<file path="src/rtl/mem_port_ctrl.sv">
// mem_port_ctrl
//   Byte-addressed request/response front end for the even/odd byte-bank
//   memory. Splits 8/16-bit accesses into per-bank word accesses, absorbs the
//   one-cycle synchronous read latency and returns little-endian data through a
//   single registered response slot with valid/ready backpressure.
//
//   Build option: MEM_PORT_UNALIGNED_EN
//     defined   - wide access at an odd address uses both banks in one access
//                 (odd bank = low byte, even bank word+1 = high byte).
//     undefined - wide access at an odd address touches no memory and returns
//                 rsp_err=1, rsp_rdata=0.
//
//   Ports
//     clk, rst_n                       clock, async active-low reset
//     req_valid/ready/addr/write/wide/wdata   request channel
//     rsp_valid/ready/rdata/err        response channel
//     read_addr_even/odd, read_data_even/odd  bank read ports (1-cycle latency)
//     write_addr/data/en_even/odd      bank write ports
//
//   state | meaning
//   ------+-----------------------------------------------------------
//   IDLE  | waiting for a request; read addresses hold their last value
//   RD    | bank data valid, moving it into the response slot
//   WR    | write strobe cycle (first cycle only), then post response
module mem_port_ctrl (
   input  logic        clk,
   input  logic        rst_n,
   input  logic        req_valid,
   output logic        req_ready,
   input  logic [15:0] req_addr,
   input  logic        req_write,
   input  logic        req_wide,
   input  logic [15:0] req_wdata,
   output logic        rsp_valid,
   input  logic        rsp_ready,
   output logic [15:0] rsp_rdata,
   output logic        rsp_err,
   output logic [14:0] read_addr_even,
   output logic [14:0] read_addr_odd,
   input  logic [7:0]  read_data_even,
   input  logic [7:0]  read_data_odd,
   output logic [14:0] write_addr_even,
   output logic [7:0]  write_data_even,
   output logic        write_en_even,
   output logic [14:0] write_addr_odd,
   output logic [7:0]  write_data_odd,
   output logic        write_en_odd
);

   localparam logic [1:0] IDLE = 2'd0;
   localparam logic [1:0] RD   = 2'd1;
   localparam logic [1:0] WR   = 2'd2;

   logic [1:0]  state;
   logic        ready_en;
   logic [14:0] rd_addr_even_q, rd_addr_odd_q;
   logic        lat_wide, lat_a0;
   logic        we_even_q, we_odd_q, wr_first, err_q;

   logic        slot_free, accept, accept_rd, misalign_err;
   logic [15:0] hi_addr;
   logic [14:0] addr_even_nxt, addr_odd_nxt;
   logic [7:0]  byte_lo, byte_hi;
   logic [15:0] rdata_nxt;

   assign slot_free = !rsp_valid || rsp_ready;
   // ready_en keeps req_ready low until the first edge after reset release
   assign req_ready = ready_en && (state == IDLE) && slot_free;
   assign accept    = req_valid && req_ready;

`ifdef MEM_PORT_UNALIGNED_EN
   assign misalign_err = 1'b0;
`else
   assign misalign_err = req_wide && req_addr[0];
`endif

   assign accept_rd = accept && !req_write && !misalign_err;

   // High byte lives at addr+1 (wraps at 0xFFFF). For aligned wide accesses
   // this is the same word as the low byte; for odd ones it is the next even word.
   assign hi_addr       = req_addr + 16'd1;
   assign addr_even_nxt = req_wide ? hi_addr[15:1] : req_addr[15:1];
   assign addr_odd_nxt  = req_addr[15:1];

   // Read address goes out in the acceptance cycle so data lands in RD.
   assign read_addr_even = accept_rd ? addr_even_nxt : rd_addr_even_q;
   assign read_addr_odd  = accept_rd ? addr_odd_nxt  : rd_addr_odd_q;

   assign byte_lo   = lat_a0 ? read_data_odd  : read_data_even;
   assign byte_hi   = lat_a0 ? read_data_even : read_data_odd;
   assign rdata_nxt = lat_wide ? {byte_hi, byte_lo} : {8'h00, byte_lo};

   assign write_en_even = (state == WR) && wr_first && we_even_q;
   assign write_en_odd  = (state == WR) && wr_first && we_odd_q;

   always_ff @(posedge clk or negedge rst_n) begin
      if (!rst_n) begin
         state           <= IDLE;
         ready_en        <= 1'b0;
         rd_addr_even_q  <= '0;
         rd_addr_odd_q   <= '0;
         lat_wide        <= 1'b0;
         lat_a0          <= 1'b0;
         we_even_q       <= 1'b0;
         we_odd_q        <= 1'b0;
         wr_first        <= 1'b0;
         err_q           <= 1'b0;
         write_addr_even <= '0;
         write_addr_odd  <= '0;
         write_data_even <= '0;
         write_data_odd  <= '0;
         rsp_valid       <= 1'b0;
         rsp_rdata       <= '0;
         rsp_err         <= 1'b0;
      end else begin
         ready_en <= 1'b1;
         // Consumption frees the slot; a capture below in the same edge reloads it.
         if (rsp_valid && rsp_ready)
            rsp_valid <= 1'b0;

         case (state)
            IDLE: begin
               if (accept_rd) begin
                  state          <= RD;
                  rd_addr_even_q <= addr_even_nxt;
                  rd_addr_odd_q  <= addr_odd_nxt;
                  lat_wide       <= req_wide;
                  lat_a0         <= req_addr[0];
               end else if (accept) begin
                  // Writes and rejected misaligned accesses share the WR path.
                  state           <= WR;
                  wr_first        <= 1'b1;
                  err_q           <= misalign_err;
                  we_even_q       <= req_write && !misalign_err &&
                                     (!req_addr[0] || req_wide);
                  we_odd_q        <= req_write && !misalign_err &&
                                     (req_addr[0] || req_wide);
                  write_addr_even <= addr_even_nxt;
                  write_addr_odd  <= addr_odd_nxt;
                  write_data_even <= req_addr[0] ? req_wdata[15:8] : req_wdata[7:0];
                  write_data_odd  <= req_addr[0] ? req_wdata[7:0]  : req_wdata[15:8];
               end
            end
            RD: begin
               if (slot_free) begin
                  state     <= IDLE;
                  rsp_valid <= 1'b1;
                  rsp_rdata <= rdata_nxt;
                  rsp_err   <= 1'b0;
               end
            end
            WR: begin
               wr_first <= 1'b0;
               if (slot_free) begin
                  state     <= IDLE;
                  rsp_valid <= 1'b1;
                  rsp_rdata <= '0;
                  rsp_err   <= err_q;
               end
            end
            default: state <= IDLE;
         endcase
      end
   end

endmodule

</file>
<file path="config.mk">
export PLATFORM = sky130hd
export DESIGN_NAME = mem_port_ctrl
export DESIGN_NICKNAME = d
export VERILOG_FILES = /design/src/rtl/mem_port_ctrl.sv
export SDC_FILE = /design/constraint.sdc
export NUM_CORES = 1
export LEC_CHECK = 0
export ABC_AREA = 1
export BUFFER_PORTS_ARGS = -buffer_cell sky130_fd_sc_hd__buf_2
export CAP_MARGIN = 20
export CORE_MARGIN = 2
export CORE_UTILIZATION = 40
export CTS_CLUSTER_SIZE = 14
export DETAILED_ROUTE_END_ITERATION = 6
export GPL_TIMING_DRIVEN = 1
export PLACE_DENSITY = 0.72
export SLEW_MARGIN = 5
export SYNTH_ARGS = -nofsm -noshare
export SYNTH_HDL_FRONTEND = slang
export SYNTH_SLANG_ARGS = --single-unit
</file>
<file path="constraint.sdc">
create_clock -name clk -period 1.65 [get_ports clk]
set_input_delay 0.2475 -clock clk [delete_from_list [all_inputs] [get_ports clk]]
set_output_delay 0.2475 -clock clk [all_outputs]
set_load 0.02 [all_outputs]
</file>
# == After elaboration in Yosys (flattened, before gate mapping) ==
# Index checks and enable logic that the tools add are counted.
# classes
add_sub_neg,1
n_eq_ne,8
bitwise_logic,1
reduce_logical,29
muxes,24
# op_table
cell,n
$mux 16,3
$mux 15,3
$mux 8,4
$pmux 16 s2,1
$add 16x1->16 const B,1
$logic_and 1x1->1,13
$reduce_and 3->1,3
$ne 2x2->1 const B,4
$mux 1,7
$mux 2,3
$logic_not 1->1,4
$pmux 1 s2,2
$pmux 2 s2,1
$reduce_and 2->1,2
$reduce_bool 2->1,2
$logic_or 1x1->1,3
$ne 3x3->1 const B,1
$eq 2x1->1 const B,1
$eq 2x2->1 const B,1
$logic_not 2->1,1
$ne 2x1->1 const B,1
$reduce_or 2->1,1
$not 1->1,1
# word_totals
regBits,103
elab_cells,80

# == Logic depth before layout (Yosys ltp) ==
# Gate-level depths: netlist of run 1.
# depth
ltp_word,8
depth_mapped,11
ltp_nobuf,10

# == Worst setup path before layout of run 1 ==
# Ideal clock, no wire load.
# synth_timing
path_kind,flip-flop to output port
start,register state[0]
end,output port read_addr_even[3]
path_buffers,1
path_stages_with_launch,10
arrival_ps,1878
setup_slack_ps,-475
cell_sequence,dfrtp_1 -> inv_1 -> ha_1 -> nand2_1 -> nor2_2 -> nand2_2 -> inv_2 -> nand2_2 -> buf_4 -> o21ai_0
# synth_via
elab_chain_len,7
# synth_rtl
item,line,text
from (decl),54,logic [1:0] state;
from (signal assigned),98,state <= IDLE;
from (signal assigned),124,state <= RD;
from (signal assigned),131,state <= WR;
$logic_not 2->1,68,assign req_ready = ready_en && (state == IDLE) && slot_free;
$logic_and 1x1->1 (2 in a row),68,
named net req_ready,29,"output logic req_ready,"
$logic_and 1x1->1,69,assign accept = req_valid && req_ready;
$logic_and 1x1->1 (2 in a row),77,assign accept_rd = accept && !req_write && !misalign_err;
$mux 15,--,
to (decl),38,"output logic [14:0] read_addr_even,"
# The timed path passes the listed nets, and every way through them passes these cells.

# == Worst setup path in the final report of run 1 ==
# layout_timing
start,register state[1]
end,output port read_addr_even[9]
# layout_via
elab_chain_len,7
# layout_rtl
item,line
$logic_not 2->1,68
$logic_and 1x1->1 (2 in a row),68
$logic_and 1x1->1,69
$logic_and 1x1->1 (2 in a row),77
$mux 15,--
# Every way passes these cells.

==> results of run 1 <==
power by group through the flow:
| stage | registers (µW) | clock network (µW) | logic, µW |
|---|---|---|---|
| finish | 4430 | 2100 | 7750 |
| global route | 4540 | 2230 | 8290 |
| CTS | 4310 | 2110 | 6870 |
| detailed placement | 4300 | 0 | 5700 |
| global placement | 4240 | 0 | 5560 |
| floorplan | 5060 | 0 | 2850 |
cells in the final DEF (no fill, tap or decap), types with 21 or more instances in the layout:
cell type / instances
buf_2: 120
nand2_1: 108
dfrtp_1: 103
o21ai_0: 59
buf_4: 51
nand2_2: 45
buf_6: 44
nand2_4: 42
inv_1: 35
nor2_1: 27
o21ai_2: 21
per-layer routing:
layer,GRT usage [%],vias up,wire length [µm]
met5,0,-,0
met1,32.48,2449,6467
met3,3.510,37,940
met2,42.04,197,8661
met4,8.943,0,465
li1,-,2323,-
worst min-delay path by stage:
stage                             from           endpoint  slack (ns)  cells after the start
final                     req_wdata[7]  write_data_odd[7]        0.17                      3
after global routing      req_wdata[1]  write_data_odd[1]        0.17                      3
after CTS                 req_wdata[7]  write_data_odd[7]        0.16                      3
after detailed placement         rst_n  write_data_odd[3]        0.18                      1
after global placement           rst_n  write_data_odd[2]        0.18                      1
after floorplan                  rst_n              err_q       -0.05                      0
metrics by stage:
step	setup slack (ns)	utilization [%]	hold slack, ns	power [µW]
floorplan	-0.1334	-	-0.04809	7915
finish	-0.5736	70.70	0.1664	14270
detailed placement	-0.2413	55.31	0.1845	9992
global route	-0.6646	70.70	0.1749	15060
CTS	-0.5041	66.14	0.1578	13280
global placement	-0.1926	55.31	0.1791	9803
layout make-up:
cell class / count / area, µm²
inverters: 44 / 185.2
clock buffers: 11 / 252.7
repair buffers: 244 / 2132
clock inverters: 5 / 40.04
well taps: 143 / 178.9
multi-input cells: 398 / 2741
flip-flops and latches: 103 / 2577
fillers: 787 / 3359
state kept, by name, indices dropped and copies added (netlist names), 2 cells and up:
signal           flops
write_data_even      8
write_addr_even     15
state                2
rd_addr_even_q      15
rd_addr_odd_q       15
write_addr_odd      15
write_data_odd       8
rsp_rdata           16
critical path, cell delays in order (launching register included):
cell     delay, ns
dfrtp_1       0.39
inv_2         0.10
ha_4          0.15
nand2_4       0.05
nor2_4        0.12
nand2_4       0.08
inv_4         0.09
nand2_8       0.10
inv_8         0.09
buf_12        0.16
nand2_2       0.10
nand2_4       0.07
buf_4         0.13
timing repair:
action                                  4_1_cts  5_1_grt
endpoints found under the setup margin       64      119
setup buffers                                15       13
endpoints found under the hold margin        22        0
hold buffers                                  1        0
gates resized for setup                     141      121
cloned                                       12        3
pin swaps                                     6       21
logic make-up after synthesis:
family                   after synthesis
XOR/XNOR                               4
flip-flops                           103
adder cells (fa/ha/maj)                4
buffers and inverters                 71
AND/OR/NAND/NOR                      268
other                                  1
AO/OA/AOI/OAI                        121
==> results_dict.tcl, run 1 <==
set metrics [dict create \
    status "finished, violations left" \
    violations "negative setup slack" \
    setup_ws_ns -0.5736 \
    power_frac_clock_pct 14.7 \
    synth_edf_count 0 \
    p_switching_uw 6130 \
    layoutNonFillerInstCount 948 \
    syn_area_per_cell_um2 8.253 \
    antenna_found_initial 0 \
    yosysSeqAreaShare_pct 54.60 \
    hold_viol 0 \
    dpl_cell_area_mm2 0.006342 \
    worstSetupEndpoint "read_addr_even[9]" \
    grt_max_degree 40 \
    cp.arrival_ns 1.98 \
    ir_drop_mv 1.538 \
    die_w_um 112.6 \
    period_share_pct 134.8 \
    grt_pass1_wl_um 24700 \
    boundaryPins 151 \
    drtAntennaViolNets 0 \
    critPathRequiredTime_ns 1.40 \
    hold_path.class "input pin to flip-flop" \
    synth_top_area_share_pct 54.60 \
    synth_area_leaders "dfrtp_1 55%, nand2_1 16%, o21ai_0 9.4%, inv_1 3.0%, a31oi_1 2.5%" \
    tns_ns -34.12 \
    p_leak_uw 0.004002 \
    gr-total-overflow 0 \
    grt_usage_pct 24.77 \
    route.detailed.drc 0 \
    yosys.area_share.adder_pct 1.060 \
    nets 858 \
    cts_tree "done" \
    post_drt_wl_per_cell_um 17.44 \
    muxShareOfSynthArea_pct 0 \
    via_per_inst 5.281 \
    power_frac_seq_pct 31.0 \
    critPathCaptureType "output port" \
    die_height_um 112.6 \
    yosys_warnings 0 \
    async_reset_ff_share_pct 100.0 \
    fmax_mhz 449.7 \
    clock_sinks 103 \
    place_inst 894 \
    clockBufferDepth 2 \
    first_pass_iters 5 \
    io_buffers 150 \
    critical_path.startpoint "state[1]" \
    insertedDiodeCount 0 \
    synthFlopType "dfrtp_1" \
    grt_pass1_vias 4922 \
    slew_viol_final 0 \
    synthTopCellsByCount "199 x nand2_1, 103 x dfrtp_1, 89 x o21ai_0" \
    synth_compound_area_share_pct 13.38 \
    num_vias 5006 \
    skew_ns 0.006560 \
    dp.final_hpwl_um 9750 \
    fp-row-count 39 \
    synthSimpleGateAreaFrac_pct 23.24 \
    synth.most_common_cell "nand2_1" \
    synth_xor_area_share_pct 0.7421 \
    maxCapViolations 0 \
    critPathLaunchType "flip-flop" \
    finalCriticalPeriod_ns 2.224 \
    drt_iter0_markers 323 \
    synth_top_family_by_area "simple AND/OR/NAND/NOR gates" \
    r2r_slack_ns -0.43 \
    r2r_cells 14 \
    synth_cell_type_count 25 \
    syn_nets 630 \
    core_mm2 0.01147 \
    dieArea_mm2 0.01269 \
    comb_power_share_pct 54.3 \
    post-route-cell-area_mm2 0.008108 \
    drive_gt1_share_pct 51.55 \
    rsz0062_at_grt "true" \
    areaGrowthSynthToFinish_pct 71.75 \
    crit_path_max_fanout 7 \
    crit-reg2reg-capture "write_data_even[3]" \
    netlist_area_mm2 0.004721 \
    start_util_pct 41.17 \
    p_int_uw 8141 \
    yosysTopAreaCell "dfrtp_1" \
    clk_pin_slew_ns 0.07 \
    pwr_density_cell_mw_per_mm2 1760 \
    globalplace.congestion 0.8284 \
    cts_root_buffer "clkbuf_16" \
    path_class "flip-flop to output port" \
    finalSetupViolCount 94 \
    p_sw_share_pct 42.95 \
    synth-seq-cells 103 \
    postSynthCellCount 572 \
    cts_made_buffers 9 \
    reg2reg_from "state[1]" \
    htree_levels 3 \
    wl_um 16530 \
    clkLatencyLatePin_ns 0.35 \
]
No activity file was read; power rests on OpenSTA's default activity.
==> inputs of run 2 (changes only) <==
CORE_UTILIZATION = 46   (was 40)
PLACE_DENSITY = 0.8   (was 0.72)
==> results_dict.tcl, run 2 (synthesis results as in run 1) <==
set metrics [dict create \
    cts_tree "done" \
    start_util_pct 47.86 \
    ir_drop_mv 1.003 \
    critPathLaunchType "flip-flop" \
    r2r_slack_ns -0.54 \
    largest_reg_flops 16 \
    p_leak_uw 0.003944 \
    pwr_density_cell_mw_per_mm2 1771 \
    clock_sinks 103 \
    nets 862 \
    crit_path_max_fanout 22 \
    fmax_mhz 424.8 \
    final_common_cell "buf_2" \
    globalplace.congestion 0.8843 \
    fillers 572 \
    max-slew-margin-rel_pct 64.95 \
    crit_family "buffers and inverters" \
    via_per_inst 5.709 \
    io_buffers 150 \
    htree_levels 3 \
    status "finished, violations left" \
    place_inst 896 \
    period_share_pct 142.7 \
    finalCriticalPeriod_ns 2.354 \
    grt_usage_pct 30.65 \
    slew_viol_final 0 \
    clkLatencyLatePin_ns 0.39 \
    critPathRequiredTime_ns 1.40 \
    core_mm2 0.009864 \
    route.detailed.drc 0 \
    skew_ns 0.01596 \
    boundaryPins 151 \
    maxCapViolations 0 \
    crit_buf_inv 4 \
    critical-path-max-stage-delay_ns 0.42 \
    dieArea_mm2 0.01109 \
    crit_chain "inv_2 > ha_4 > nand2_4 > nor2_4 > nand2_2 > inv_2 > nand2_4 > buf_8 > nand2_2 > o21ai_4 > buf_2" \
    cts_root_buffer "clkbuf_8" \
    place_ws_ns -0.2758 \
    post-route-util_pct 79.48 \
    hold_path.class "input pin to flip-flop" \
    worst_pin_slew_ns 0.5257 \
    grt_pass1_vias 5269 \
    fp-row-count 36 \
    setup_ws_ns -0.7039 \
    cts_made_buffers 9 \
    rsz0062_at_grt "true" \
    first_pass_iters 5 \
    die_height_um 105.3 \
    critPathCaptureType "output port" \
    wl_um 18240 \
    hold_viol 0 \
    power_uw 13880 \
    post_drt_wl_per_cell_um 19.34 \
    gr-total-overflow 0 \
    drive_gt1_share_pct 51.55 \
    num_vias 5384 \
    hold_ws_ns 0.1300 \
    grt_pass1_wl_um 26750 \
    die_w_um 105.3 \
    grt_max_degree 35 \
    path_class "flip-flop to output port" \
    drtAntennaViolNets 0 \
    finalSetupViolCount 113 \
    dp.final_hpwl_um 9893 \
    clk_pin_slew_ns 0.11 \
    violations "negative setup slack" \
    clockBufferDepth 2 \
    mostFrequentLayoutCells "130 x buf_2, 119 x nand2_1, 103 x dfrtp_1" \
    top_register "rsp_rdata" \
    antenna_found_initial 1 \
    crit_path_top_delay_cell "dfrtp_1" \
    drt_iter0_markers 393 \
    layoutNonFillerInstCount 943 \
    areaGrowthSynthToFinish_pct 66.07 \
    cp.arrival_ns 2.11 \
]
run 2: changes by cell type in the layout (fill, tap and decap cells not counted), sizes merged:
cell,before,now
clkbuf,13,14
buf,241,245
diode,0,1
clkinvlp,3,1
inv,43,44
run 2: path summary, 6_finish.rpt:
path,start,to,cells past startpoint
min in group asynchronous,rst_n,lat_wide,2
hold reg to reg,write_addr_odd[3],write_addr_odd[3],2
setup / recovery,state[0],read_addr_odd[7],11
hold / removal,req_wdata[2],write_data_even[2],3
max in group asynchronous,rst_n,write_addr_odd[8],3
setup reg to reg,state[0],write_addr_odd[4],14
run 2: layout make-up:
type	count	area, µm²	area share [%]
repair buffers	248	1999	25.50
multi-input cells	398	2744	35.00
clock buffers	12	145.1	1.851
flip-flops and latches	103	2577	32.88
well taps	133	166.4	2.123
inverters	44	175.2	2.234
diodes	1	2.502	0.03192
clock inverters	4	30.03	0.3830
run 2: through the flow:
step,TNS (ns),cell area [µm²]
floorplan,-3.607,5082
global placement,-4.307,6420
detailed placement,-7.091,6420
CTS,-21.96,7430
global route,-50.05,7840
finish,-45.07,7840
run 2: power breakdown:
group / internal [µW] / switching (µW)
Combinational: 3280 / 4630
Clock: 599 / 942
Sequential: 3670 / 751
Total: 7550 / 6330
run 2: repair_timing:
| action | in CTS | in global routing |
|---|---|---|
| pin swaps | 12 | 9 |
| gates resized for setup | 135 | 66 |
| setup buffers | 13 | 6 |
| hold buffers | 1 | 0 |
| setup endpoints to repair | 88 | 130 |
| endpoints found under the hold margin | 30 | 0 |
| cloned | 10 | 3 |
run 2: worst reg2reg max path: stages (launching register included):
cell,delay [ns]
dfrtp_1,0.42
inv_2,0.11
ha_4,0.18
nand2_4,0.07
nor2_4,0.10
nand2_2,0.08
buf_4,0.14
buf_6,0.10
buf_6,0.12
nor2_4,0.17
inv_4,0.08
buf_8,0.15
buf_12,0.13
buf_16,0.14
o21ai_2,0.12
run 2: layer usage:
| layer | global-route usage, % | wire length [µm] | vias up |
|---|---|---|---|
| li1 | - | - | 2326 |
| met1 | 37.39 | 6494 | 2610 |
| met2 | 52.12 | 9257 | 358 |
| met3 | 5.628 | 1485 | 90 |
| met4 | 15.14 | 1001 | 0 |
| met5 | 0 | 0 | - |
==> inputs of run 3 (changes only) <==
CORE_UTILIZATION = 50   (was 46)
PLACE_DENSITY = 0.83   (was 0.8)
clock period = 2.85 ns   (was 1.65 ns; I/O delays follow)
==> results_dict.tcl, run 3 (synthesis results as in run 1) <==
set metrics [dict create \
    wl_um 11620 \
    antenna_found_initial 0 \
    power_frac_seq_pct 39.9 \
    critPathRequiredTime_ns 2.42 \
    p_leak_uw 0.003158 \
    top_register "rsp_rdata" \
    fillers 807 \
    largest_reg_flops 16 \
    cts_made_buffers 9 \
    via_per_inst 5.187 \
    clk_pin_slew_ns 0.10 \
    tns_ns 0 \
    seqCellArea_mm2 0.002577 \
    cts_root_buffer "clkbuf_8" \
    p_switching_uw 2737 \
    gr-total-overflow 0 \
    htree_levels 3 \
    critical-path-max-stage-delay_ns 0.41 \
    clockBufferDepth 2 \
    nets 770 \
    p_int_uw 3386 \
    drtAntennaViolNets 0 \
    skew_ns 0.01767 \
    max-slew-margin-rel_pct 31.27 \
    maxCapViolations 0 \
    dp.final_hpwl_um 8580 \
    grt_pass1_vias 4032 \
    drive_gt1_share_pct 25.80 \
    finalCriticalPeriod_ns 2.681 \
    io_buffers 150 \
    power_frac_clock_pct 14.3 \
    drt_iter0_markers 225 \
    grt_usage_pct 23.18 \
    status "complete, no violations" \
    num_vias 4295 \
    globalplace.congestion 0.8929 \
    ir_drop_mv 0.5820 \
    clock_sinks 103 \
    place_ws_ns 0.4547 \
    period_share_pct 94.06 \
    p_sw_share_pct 44.70 \
    crit_path_top_delay_cell "dfrtp_1" \
    slew_viol_final 0 \
    postCtsSetupRepairBufs 0 \
    route.detailed.drc 0 \
    pwr_density_cell_mw_per_mm2 1070 \
    cp.arrival_ns 2.25 \
    crit_family "buffers and inverters" \
    post_drt_wl_per_cell_um 14.03 \
    core_mm2 0.009196 \
    final_common_cell "nand2_1" \
    crit_chain "inv_1 > ha_1 > nand2_1 > nor2_2 > nand2_2 > inv_2 > nand2_4 > buf_12 > o21ai_0 > buf_2" \
    finalSetupViolCount 0 \
    worst_pin_slew_ns 1.027 \
    boundaryPins 151 \
    areaGrowthSynthToFinish_pct 21.18 \
    clkLatencyLatePin_ns 0.37 \
    die_height_um 101.2 \
    crit_buf_inv 4 \
    hold_viol 0 \
    fp-row-count 35 \
    die_w_um 101.2 \
    critPathCaptureType "output port" \
    multi_input_area_mm2 0.001823 \
    grt_pass1_wl_um 18770 \
    critPathLaunchType "flip-flop" \
    fmax_mhz 373.0 \
    dieArea_mm2 0.01023 \
    path_class "flip-flop to output port" \
    start_util_pct 51.33 \
    insertedDiodeCount 0 \
    rsz0062_at_grt "false" \
    grt_max_degree 72 \
    cts_tree "done" \
    hold_path.class "input pin to flip-flop" \
    mostFrequentLayoutCells "199 x nand2_1, 149 x buf_2, 103 x dfrtp_1" \
    first_pass_iters 4 \
    crit_path_max_fanout 41 \
    comb_power_share_pct 45.8 \
    setup_ws_ns 0.1692 \
]
-- run 3: path summary, 6_finish.rpt --
kind                                    from                end  slack, ns  cells after the start
min reg2reg                rd_addr_even_q[9]  rd_addr_even_q[9]       0.48                      2
max                                 state[0]   read_addr_odd[9]       0.17                     10
max in group asynchronous              rst_n   rd_addr_odd_q[2]       1.59                      3
max reg2reg                         state[0]      rsp_rdata[15]       0.67                      6
min                             req_wdata[5]  write_data_odd[5]       0.33                      3
min in group asynchronous              rst_n       rsp_rdata[6]       0.54                      2
-- run 3: final cells by class --
class,instances,area share [%]
timing repair buffer,156,14.44
clock buffer,10,2.406
sequential,103,45.06
clock inverter,6,0.8749
tap,111,2.428
inverter,44,2.931
multi-input combinational,398,31.87
-- run 3: what timing repair did --
| action | 4_1_cts | 5_1_grt |
|---|---|---|
| hold buffers | 1 | 0 |
| endpoints found under the hold margin | 14 | 0 |
| setup endpoints to repair | 0 | 30 |
| gates resized for setup | 0 | 2 |
-- run 3: worst reg2reg max path, cell delays in order, from the launching register on --
cell     delay (ns)
dfrtp_1        0.39
inv_1          0.07
ha_1           0.22
nor2_1         0.79
nor2_1         0.15
nand3_1        0.30
o21ai_0        0.13
-- run 3: through the flow --
step           instances  util, %  hold slack [ns]  power [µW]  cell area [µm²]
6_report             828    62.20           0.3296        6124             5720
4_1_cts              828    62.12           0.3141        6155             5713
3_5_place_dp         811    59.97           0.3996        5286             5515
3_3_place_gp         811    59.97           0.3952        5180             5515
5_1_grt              828    62.20           0.3220        6573             5720
2_1_floorplan        572        -           0.1319        4282             4721
-- run 3: power groups by stage --
stage / sequential, µW / combinational (µW) / clock [µW]
after floorplan: 2910 / 1380 / 0
after global placement: 2440 / 2740 / 0
after detailed placement: 2470 / 2820 / 0
after CTS: 2440 / 2820 / 890
after global routing: 2510 / 3110 / 951
final: 2450 / 2800 / 874
-- run 3: per-layer routing --
layer | part of all wire [%] | vias up | track usage (%)
met5 | 0 | - | 0
met4 | 1.8 | 0 | 7.796
met3 | 5.8 | 16 | 4.900
met2 | 46 | 145 | 36.12
met1 | 46 | 2008 | 32.65
li1 | - | 2126 | -
